$ cat src/rtl/instr_fetch_reader.sv
// Instruction-fetch bus initiator: reads a block of consecutive words with
// pipelined requests and streams them out in order through a response FIFO.
module instr_fetch_reader #(
  parameter int MAX_OUTSTANDING = 2,
  parameter int FIFO_DEPTH      = 4,
  parameter int LEN_W           = 16,
  parameter int TIMEOUT         = 64
) (
  input  logic             clk,
  input  logic             rst,
  input  logic             start_i,
  input  logic [31:0]      start_addr_i,
  input  logic [LEN_W-1:0] len_i,
  output logic             busy_o,
  output logic             done_o,
  output logic             err_o,
  output logic             instr_req_o,
  output logic [31:0]      instr_addr_o,
  input  logic             instr_gnt_i,
  input  logic             instr_rvalid_i,
  input  logic [31:0]      instr_rdata_i,
  input  logic             instr_err_i,
  output logic             data_valid_o,
  input  logic             data_ready_i,
  output logic [31:0]      data_o
);

  // state | meaning
  // IDLE  | waiting for start_i
  // RUN   | issuing requests
  // DRAIN | no new issue; wait for outstanding responses and an empty FIFO
  // DONE  | one-cycle done_o pulse

  localparam int OW = $clog2(MAX_OUTSTANDING + 1);
  localparam int CW = $clog2(FIFO_DEPTH + 1);
  localparam int PW = (FIFO_DEPTH > 1) ? $clog2(FIFO_DEPTH) : 1;
  localparam int TW = $clog2(TIMEOUT + 1);

  localparam logic [OW-1:0] OUT_MAX  = OW'(MAX_OUTSTANDING);
  localparam logic [CW-1:0] CNT_FULL = CW'(FIFO_DEPTH);
  localparam logic [PW-1:0] PTR_LAST = PW'(FIFO_DEPTH - 1);
  localparam logic [TW-1:0] TO_LOAD  = TW'(TIMEOUT);

  typedef enum logic [1:0] {
    S_IDLE,
    S_RUN,
    S_DRAIN,
    S_DONE
  } state_t;

  state_t r_state, w_state_nxt;

  logic [31:0]      r_addr;
  logic [LEN_W-1:0] r_remaining;
  logic [OW-1:0]    r_outstanding;
  logic [TW-1:0]    r_to_cnt;
  logic             r_err;
  logic [31:0]      r_mem [FIFO_DEPTH];
  logic [PW-1:0]    r_wr_ptr, r_rd_ptr;
  logic [CW-1:0]    r_count;

  logic w_req, w_gnt_acc, w_rv_acc, w_bus_err, w_timeout, w_push, w_pop, w_start;

  function automatic logic [PW-1:0] ptr_inc(input logic [PW-1:0] p);
    return (p == PTR_LAST) ? '0 : p + PW'(1);
  endfunction

  // Credit check counts in-flight words against free FIFO slots, so a push never meets a full FIFO.
  always_comb begin
    w_req     = (r_state == S_RUN) && (r_remaining != '0) && (r_outstanding < OUT_MAX)
                && ((32'(r_outstanding) + 32'(r_count)) < 32'(FIFO_DEPTH));
    w_gnt_acc = w_req && instr_gnt_i;
    w_rv_acc  = instr_rvalid_i && (r_outstanding != '0);
    w_bus_err = w_rv_acc && instr_err_i;
    w_timeout = w_req && !instr_gnt_i && (r_to_cnt == TW'(1));
    w_push    = w_rv_acc && !instr_err_i && !r_err;
    w_pop     = (r_count != '0) && data_ready_i;
    w_start   = (r_state == S_IDLE) && start_i;
  end

  always_comb begin
    w_state_nxt = r_state;
    unique case (r_state)
      S_IDLE:  if (start_i) w_state_nxt = (len_i != '0) ? S_RUN : S_DONE;
      S_RUN:   if (w_bus_err || w_timeout || (r_remaining == '0)) w_state_nxt = S_DRAIN;
      S_DRAIN: if ((r_outstanding == '0) && (r_count == '0)) w_state_nxt = S_DONE;
      S_DONE:  w_state_nxt = S_IDLE;
      default: w_state_nxt = S_IDLE;
    endcase
  end

  always_ff @(posedge clk) begin
    if (rst) begin
      r_state       <= S_IDLE;
      r_addr        <= '0;
      r_remaining   <= '0;
      r_outstanding <= '0;
      r_to_cnt      <= TO_LOAD;
      r_err         <= 1'b0;
      r_wr_ptr      <= '0;
      r_rd_ptr      <= '0;
      r_count       <= '0;
    end else begin
      r_state <= w_state_nxt;

      if (w_start) begin
        r_addr      <= {start_addr_i[31:2], 2'b00};
        r_remaining <= len_i;
        r_err       <= 1'b0;
      end else if (w_gnt_acc) begin
        r_addr      <= r_addr + 32'd4;
        r_remaining <= r_remaining - LEN_W'(1);
      end

      if (w_bus_err || w_timeout) r_err <= 1'b1;

      unique case ({w_gnt_acc, w_rv_acc})
        2'b10:   r_outstanding <= r_outstanding + OW'(1);
        2'b01:   r_outstanding <= r_outstanding - OW'(1);
        default: r_outstanding <= r_outstanding;
      endcase

      // Terminal count of 1 marks the TIMEOUT-th cycle of an ungranted request.
      if (w_req && !instr_gnt_i) r_to_cnt <= (r_to_cnt == TW'(1)) ? TO_LOAD : r_to_cnt - TW'(1);
      else                       r_to_cnt <= TO_LOAD;

      if (w_push) r_wr_ptr <= ptr_inc(r_wr_ptr);
      if (w_pop)  r_rd_ptr <= ptr_inc(r_rd_ptr);
      unique case ({w_push, w_pop})
        2'b10:   r_count <= r_count + CW'(1);
        2'b01:   r_count <= r_count - CW'(1);
        default: r_count <= r_count;
      endcase

      assert (!(w_push && !w_pop && (r_count == CNT_FULL)));
    end
  end

  always_ff @(posedge clk) begin
    if (w_push) r_mem[r_wr_ptr] <= instr_rdata_i;
  end

  always_comb begin
    busy_o       = (r_state != S_IDLE);
    done_o       = (r_state == S_DONE);
    err_o        = r_err;
    instr_req_o  = w_req;
    instr_addr_o = r_addr;
    data_valid_o = (r_count != '0);
    data_o       = data_valid_o ? r_mem[r_rd_ptr] : 32'd0;
  end

endmodule

$ cat config.mk
export PLATFORM = sky130hd
export DESIGN_NAME = instr_fetch_reader
export DESIGN_NICKNAME = d
export VERILOG_FILES = /design/src/rtl/instr_fetch_reader.sv
export SDC_FILE = /design/constraint.sdc
export NUM_CORES = 1
export LEC_CHECK = 0
export BUFFER_PORTS_ARGS = -buffer_cell sky130_fd_sc_hd__buf_4
export CORE_MARGIN = 1
export CORE_UTILIZATION = 45
export CTS_CLUSTER_SIZE = 24
export DETAILED_ROUTE_END_ITERATION = 12
export HOLD_SLACK_MARGIN = 0.02
export PLACE_DENSITY = 0.67
export SLEW_MARGIN = 20
export SYNTH_ARGS = -nofsm -noshare
export SYNTH_HDL_FRONTEND = slang
export SYNTH_SLANG_ARGS = --single-unit
$ cat constraint.sdc
create_clock -name clk -period 4.55 [get_ports clk]
set_input_delay 0.2275 -clock clk [delete_from_list [all_inputs] [get_ports clk]]
set_output_delay 0.2275 -clock clk [all_outputs]
set_load 0.02 [all_outputs]
==> results of run 1 <==
## cell families after synthesis
family                     Yosys count  synth area share [%]
and+or+nand+nor                    235                  15.9
muxes                               32                  8.31
buffers and inverters               57                  2.61
adders and majority gates           19                  2.83
xor gates and xnor gates            43                  4.34
other                                1                0.0433
AOI/OAI and AO/OA                   83                  6.18
DFF                                195                  59.8
## path summary, 6_finish.rpt
check	to	slack (ns)	cells past startpoint	start
max	instr_req_o	1.75	6	r_remaining[0]
max reg2reg	r_outstanding[1]	1.86	9	r_state[1]
min reg2reg	flip-flop	0.49	2	r_rd_ptr[1]
min	instr_addr_o[4]	0.05	2	start_addr_i[4]
## power groups by stage
stage / registers [mW] / clock network [mW] / logic, mW
after floorplan: 2.35 / 0 / 0.977
after global placement: 2.32 / 0 / 1.53
after detailed placement: 2.33 / 0 / 1.56
after CTS: 2.30 / 1.57 / 1.59
after global routing: 2.33 / 1.65 / 1.72
final: 2.30 / 1.54 / 1.58
## worst reg2reg max path, cell delays in order, from the launching register on
cell     delay [ns]
dfxtp_1        0.33
inv_1          0.12
ha_1           0.21
nor4b_4        0.47
and3_1         0.29
and2_1         0.25
inv_1          0.12
ha_1           0.33
or3_1          0.36
a21oi_1        0.14
## synthesized netlist by cell type, drive strengths merged
master / number / area (um2)
a2111oi: 1 / 8.76
and4: 15 / 131
or4b: 1 / 10.0
a311o: 1 / 10.0
a2111o: 1 / 11.3
nand4: 10 / 77.6
nand3: 12 / 60.1
o31ai: 1 / 7.51
a311oi: 3 / 26.3
nor3b: 6 / 45.0
or4: 1 / 11.3
ha: 18 / 225
nor4bb: 1 / 10.0
and4b: 1 / 10.0
nor2: 53 / 201
nand3b: 1 / 7.51
nor4b: 7 / 76.3
a31oi: 1 / 6.26
xnor2: 36 / 315
a221oi: 2 / 17.5
and2: 41 / 257
nand2: 21 / 78.8
nand2b: 3 / 18.8
a21boi: 1 / 7.51
o41ai: 1 / 8.76
nor3: 20 / 100
dfxtp: 67 / 1340
xor2: 7 / 61.3
fa: 1 / 20.0
or3: 7 / 50.1
inv: 19 / 71.3
mux4: 32 / 721
o21ai: 21 / 105
a21oi: 23 / 115
nand4b: 2 / 17.5
a211oi: 25 / 193
clkbuf: 28 / 105
conb: 1 / 3.75
and3: 7 / 43.8
o311ai: 1 / 8.76
nor4: 26 / 169
edfxtp: 128 / 3840
buf: 10 / 50.0
o211a: 1 / 10.0
## area by class of cell
| type | instances | area (um2) | share of cell area, % |
|---|---|---|---|
| Timing Repair Buffer | 188 | 1490 | 13.7 |
| Tap cell | 234 | 293 | 2.68 |
| Sequential cell | 195 | 5190 | 47.5 |
| Clock buffer | 18 | 429 | 3.93 |
| Multi-Input combinational cell | 414 | 3270 | 30.0 |
| Clock inverter | 14 | 180 | 1.65 |
| Inverter | 19 | 71.3 | 0.653 |
## stage by stage
| step | cells | util, % | cell area, um2 | power, mW | hold slack [ns] |
|---|---|---|---|---|---|
| 2_1_floorplan | 666 | - | 8670 | 3.32 | 0.326 |
| 3_3_place_gp | 1017 | 53.2 | 9980 | 3.85 | 0.426 |
| 3_5_place_dp | 1017 | 53.2 | 9980 | 3.89 | 0.429 |
| 4_1_cts | 1082 | 58.2 | 10900 | 5.46 | 0.0236 |
| 5_1_grt | 1082 | 58.2 | 10900 | 5.70 | 0.0439 |
| 6_report | 1082 | 58.2 | 10900 | 5.42 | 0.0458 |
## repair_timing
item | CTS | global route
setup buffers | 0 | 0
endpoints found under the hold margin | 129 | 0
hold buffers | 33 | 0
## flip-flops by register name (all words and copies together) (netlist names), named ones only
register,count
r_mem,128
instr_addr_o,30
r_remaining,16
r_to_cnt,7
r_count,3
r_outstanding,2
r_rd_ptr,2
r_state,2
r_wr_ptr,2
err_o,1
## routing by layer
metal	share of wire (%)	routed length, um	vias to the layer above
met4	0.78	148	0
met1	45	8530	2897
met5	0	0	-
met2	49	9210	189
met3	5.4	1030	13
li1	-	-	2864
==> impl_metrics.json, run 1 <==
{
  "relSlewSlack_pct": 39.6,
  "rows": 50,
  "power.static_leakage_nw": 3.92,
  "clk_latency_ns": 0.43,
  "start_util_pct": 46.2,
  "worstPathMaxFanout": 34,
  "power_density_mw_per_mm2": 496,
  "period_minus_slack_ns": 2.80,
  "swShare_pct": 32.8,
  "netlist_area_mm2": 0.00867,
  "vias": 5963,
  "yosys_warnings": 0,
  "layout_commonest_cell": "buf_4",
  "antenna_found_initial": 0,
  "finalMaxSlewViolations": 0,
  "startpoint_type": "flip-flop",
  "clkTransAtPathRegs_ns": 0.07,
  "seqPwrFrac_pct": 42.4,
  "cpPeakStageDelay_ns": 0.77,
  "grt.busiest_layer": "met2",
  "grt_overflow_total": 0,
  "critPathRequiredTime_ns": 4.32,
  "ys_seq_area_share_pct": 59.8,
  "p_comb_share_pct": 29.2,
  "grt_pass1_wl_mm": 30.3,
  "cts_made_buffers": 17,
  "cts_tree": "done",
  "syn_inst": 665,
  "irDropWorstVdd_mv": 0.260,
  "drive_above_1_share_pct": 27.6,
  "cts_resized": 0,
  "path_class": "reg -> out",
  "critical-path-top-delay-family": "simple AND/OR/NAND/NOR gates",
  "nFillCells": 1505,
  "outcome": "finished, final reports clean",
  "tightest_slew_ns": 0.905,
  "cts_htree_levels": 4,
  "dr.pass1.iters": 5,
  "avgSynthCellArea_um2": 13.0,
  "hold_class": "in -> reg",
  "clock-root-buffer": "clkbuf_16",
  "clockPowerShare_pct": 28.4,
  "finalSetupViolCount": 0,
  "drc": 0,
  "nNetsFinal": 941,
  "crit_arrival_ns": 2.58,
  "diodes": 0,
  "max_clock_freq_mhz": 357,
  "first_global_vias": 5968,
  "syn2layout_area_growth_pct": 26.1,
  "routed_wl_mm": 18.9,
  "die_h_um": 141,
  "die_area_mm2": 0.0198,
  "core_area_mm2": 0.0188,
  "via_per_inst": 5.51,
  "grt_max_degree": 66,
  "first_iter_violations": 352,
  "fin_ws_ns": 1.75,
  "layout_common_cells": "155 x buf_4, 128 x edfxtp_1, 65 x dfxtp_1, 52 x nor2_1, 37 x and2_1",
  "ys_ff_latch": 195,
  "crit_chain": "inv_1, ha_1, nor4b_1, and4_2, nor2_1, buf_4",
  "hold_violations": 0,
  "fp.dieW_um": 141,
  "grt.met3_usage_pct": 4.62,
  "portBuffers": 151,
  "gp_congestion": 0.815,
  "grt_usage_pct": 19.7,
  "tns_ns": 0,
  "p_switching_mw": 1.78,
  "met1_usage_pct": 25.1,
  "ios": 156,
  "crit_path_end_kind": "output port",
  "avgRoutedWirePerCell_um": 17.5,
  "ant_nets": 0,
  "cell_internal_pwr_mw": 3.64,
  "slowest_stage": "and4_2",
  "clkSinkCount": 195,
  "cap_violations": 0,
  "cts_buffer_depth": 2,
  "post-dp-hpwl_mm": 12.5,
  "use_met2_pct": 33.2,
  "crit_buf_inv": 2,
  "timing.final.crit_share_pct": 61.6,
  "finClkSkew_ns": 0.0130,
  "synth_cell_types": 53,
  "grt_setup_unrepaired": "no",
  "dp_slack_ns": 1.78
}
(Power assumes the default switching activity.)
==> inputs of run 2 (changes only) <==
--- a/config.mk
+++ b/config.mk
@@ -11,7 +11,7 @@
 export CTS_CLUSTER_SIZE = 24
 export DETAILED_ROUTE_END_ITERATION = 12
 export HOLD_SLACK_MARGIN = 0.02
-export PLACE_DENSITY = 0.67
+export PLACE_DENSITY = 0.69
 export SLEW_MARGIN = 20
 export SYNTH_ARGS = -nofsm -noshare
 export SYNTH_HDL_FRONTEND = slang
==> constraint.sdc (replaced) <==
create_clock -name clk -period 2.3 [get_ports clk]
set_input_delay 0.115 -clock clk [delete_from_list [all_inputs] [get_ports clk]]
set_output_delay 0.115 -clock clk [all_outputs]
set_load 0.02 [all_outputs]
==> impl_metrics.json, run 2 (same netlist as run 1, synthesis figures left out) <==
{
  "startpoint_type": "flip-flop",
  "relSlewSlack_pct": 63.2,
  "layout_commonest_cell": "buf_4",
  "drc": 0,
  "grt_overflow_total": 0,
  "period_minus_slack_ns": 2.19,
  "critPathRequiredTime_ns": 2.18,
  "cap_violations": 0,
  "cts_buffer_depth": 2,
  "syn2layout_area_growth_pct": 34.2,
  "portBuffers": 151,
  "start_util_pct": 46.2,
  "nNetsFinal": 1006,
  "fin_ws_ns": 0.107,
  "vias": 6297,
  "irDropWorstVdd_mv": 0.578,
  "post-dp-hpwl_mm": 12.7,
  "ant_nets": 0,
  "layout_common_cells": "171 x buf_4, 128 x edfxtp_1, 76 x dlygate4sd3_1, 65 x dfxtp_1, 52 x nor2_1",
  "hold_class": "in -> reg",
  "die_area_mm2": 0.0198,
  "dr.pass1.iters": 6,
  "tightest_slew_ns": 0.552,
  "drive_above_1_share_pct": 28.9,
  "crit_path_end_kind": "output port",
  "clk_latency_ns": 0.43,
  "grt_max_degree": 45,
  "clkSinkCount": 195,
  "finalMaxSlewViolations": 0,
  "clock-root-buffer": "clkbuf_16",
  "grt_pass1_wl_mm": 32.0,
  "diodes": 0,
  "dp_slack_ns": 0.0308,
  "core_area_mm2": 0.0188,
  "rows": 50,
  "crit_arrival_ns": 2.08,
  "fp.dieW_um": 141,
  "timing.final.crit_share_pct": 95.3,
  "hold_violations": 0,
  "max_clock_freq_mhz": 456,
  "path_class": "reg -> out",
  "cts_made_buffers": 17,
  "outcome": "finished, final reports clean",
  "worstPathMaxFanout": 8,
  "avgRoutedWirePerCell_um": 17.3,
  "top_register": "r_mem",
  "power.static_leakage_nw": 4.23,
  "cts_tree": "done",
  "first_global_vias": 6505,
  "gp_congestion": 0.845,
  "via_per_inst": 5.49,
  "finClkSkew_ns": 0.0127,
  "cts_htree_levels": 4,
  "tns_ns": 0,
  "ios": 156,
  "antenna_found_initial": 0,
  "die_h_um": 141,
  "grt_setup_unrepaired": "no",
  "clkTransAtPathRegs_ns": 0.07,
  "grt_usage_pct": 20.5,
  "first_iter_violations": 315,
  "routed_wl_mm": 19.8,
  "power_density_mw_per_mm2": 940,
  "finalSetupViolCount": 0,
  "largest_reg_flops": 128
}
-- run 2: changes by cell type in the layout (fill, tap and decap cells not counted), moves of 3 or more --
cell	delta
ha_1	-3
buf_12	+6
buf_4	+16
dlygate4sd3_1	+43
clkinv_8	+3
-- run 2: metal layers --
layer | part of all wire [%] | vias to the layer above | global-route usage (%)
met3 | 4.8 | 20 | 4.08
met1 | 43 | 3096 | 25.2
met2 | 51 | 189 | 36.0
met4 | 1.7 | 0 | 7.38
met5 | 0 | - | 0
li1 | - | 2992 | -
-- run 2: worst paths after layout --
kind,from,end,slack [ns],cells past startpoint
worst min register to register,r_to_cnt[0],r_to_cnt[0],0.46,1
worst max-delay path,r_remaining[0],instr_req_o,0.11,7
worst max register to register,r_outstanding[1],r_outstanding[1],0.12,9
worst min-delay path,data_ready_i,flip-flop,0.05,4
-- run 2: report_power, final --
group | switching, mW | total [mW] | leakage (nW) | internal [mW]
registers | 0.408 | 4.51 | 1.70 | 4.10
logic | 1.80 | 3.42 | 2.23 | 1.62
clock network | 1.44 | 3.00 | 0.297 | 1.57
-- run 2: metrics by stage --
stage	total power [mW]	hold WS (ns)	area [um2]	std cells	utilization, %
floorplan	6.59	0.214	8690	666	-
global placement	7.72	0.314	10200	1038	54.5
detailed placement	7.84	0.319	10200	1038	54.5
CTS	10.9	0.0331	11600	1146	61.8
global route	11.5	0.0535	11600	1147	62.0
finish	10.9	0.0512	11600	1147	62.0
-- run 2: critical path, cell delays in order (launching register included) --
cell and delay [ns]:
dfxtp_1 0.40, inv_1 0.10, ha_1 0.21, nor4b_2 0.16, and4_1 0.27, buf_4 0.19, nor2_1 0.14, buf_4 0.17
-- run 2: area by class of cell --
type / count / area [um2]
Inverter: 19 / 71.3
Sequential cell: 195 / 5190
Clock inverter: 15 / 185
Fill cell: 1440 / 7130
Tap cell: 234 / 293
Timing Repair Buffer: 253 / 2160
Multi-Input combinational cell: 414 / 3310
Clock buffer: 17 / 425
-- run 2: repair_timing --
action,in CTS,in global routing
endpoints found under the hold margin,172,0
setup endpoints to repair,0,7
resized for setup,0,8
buffers inserted,0,1
hold buffers,76,0
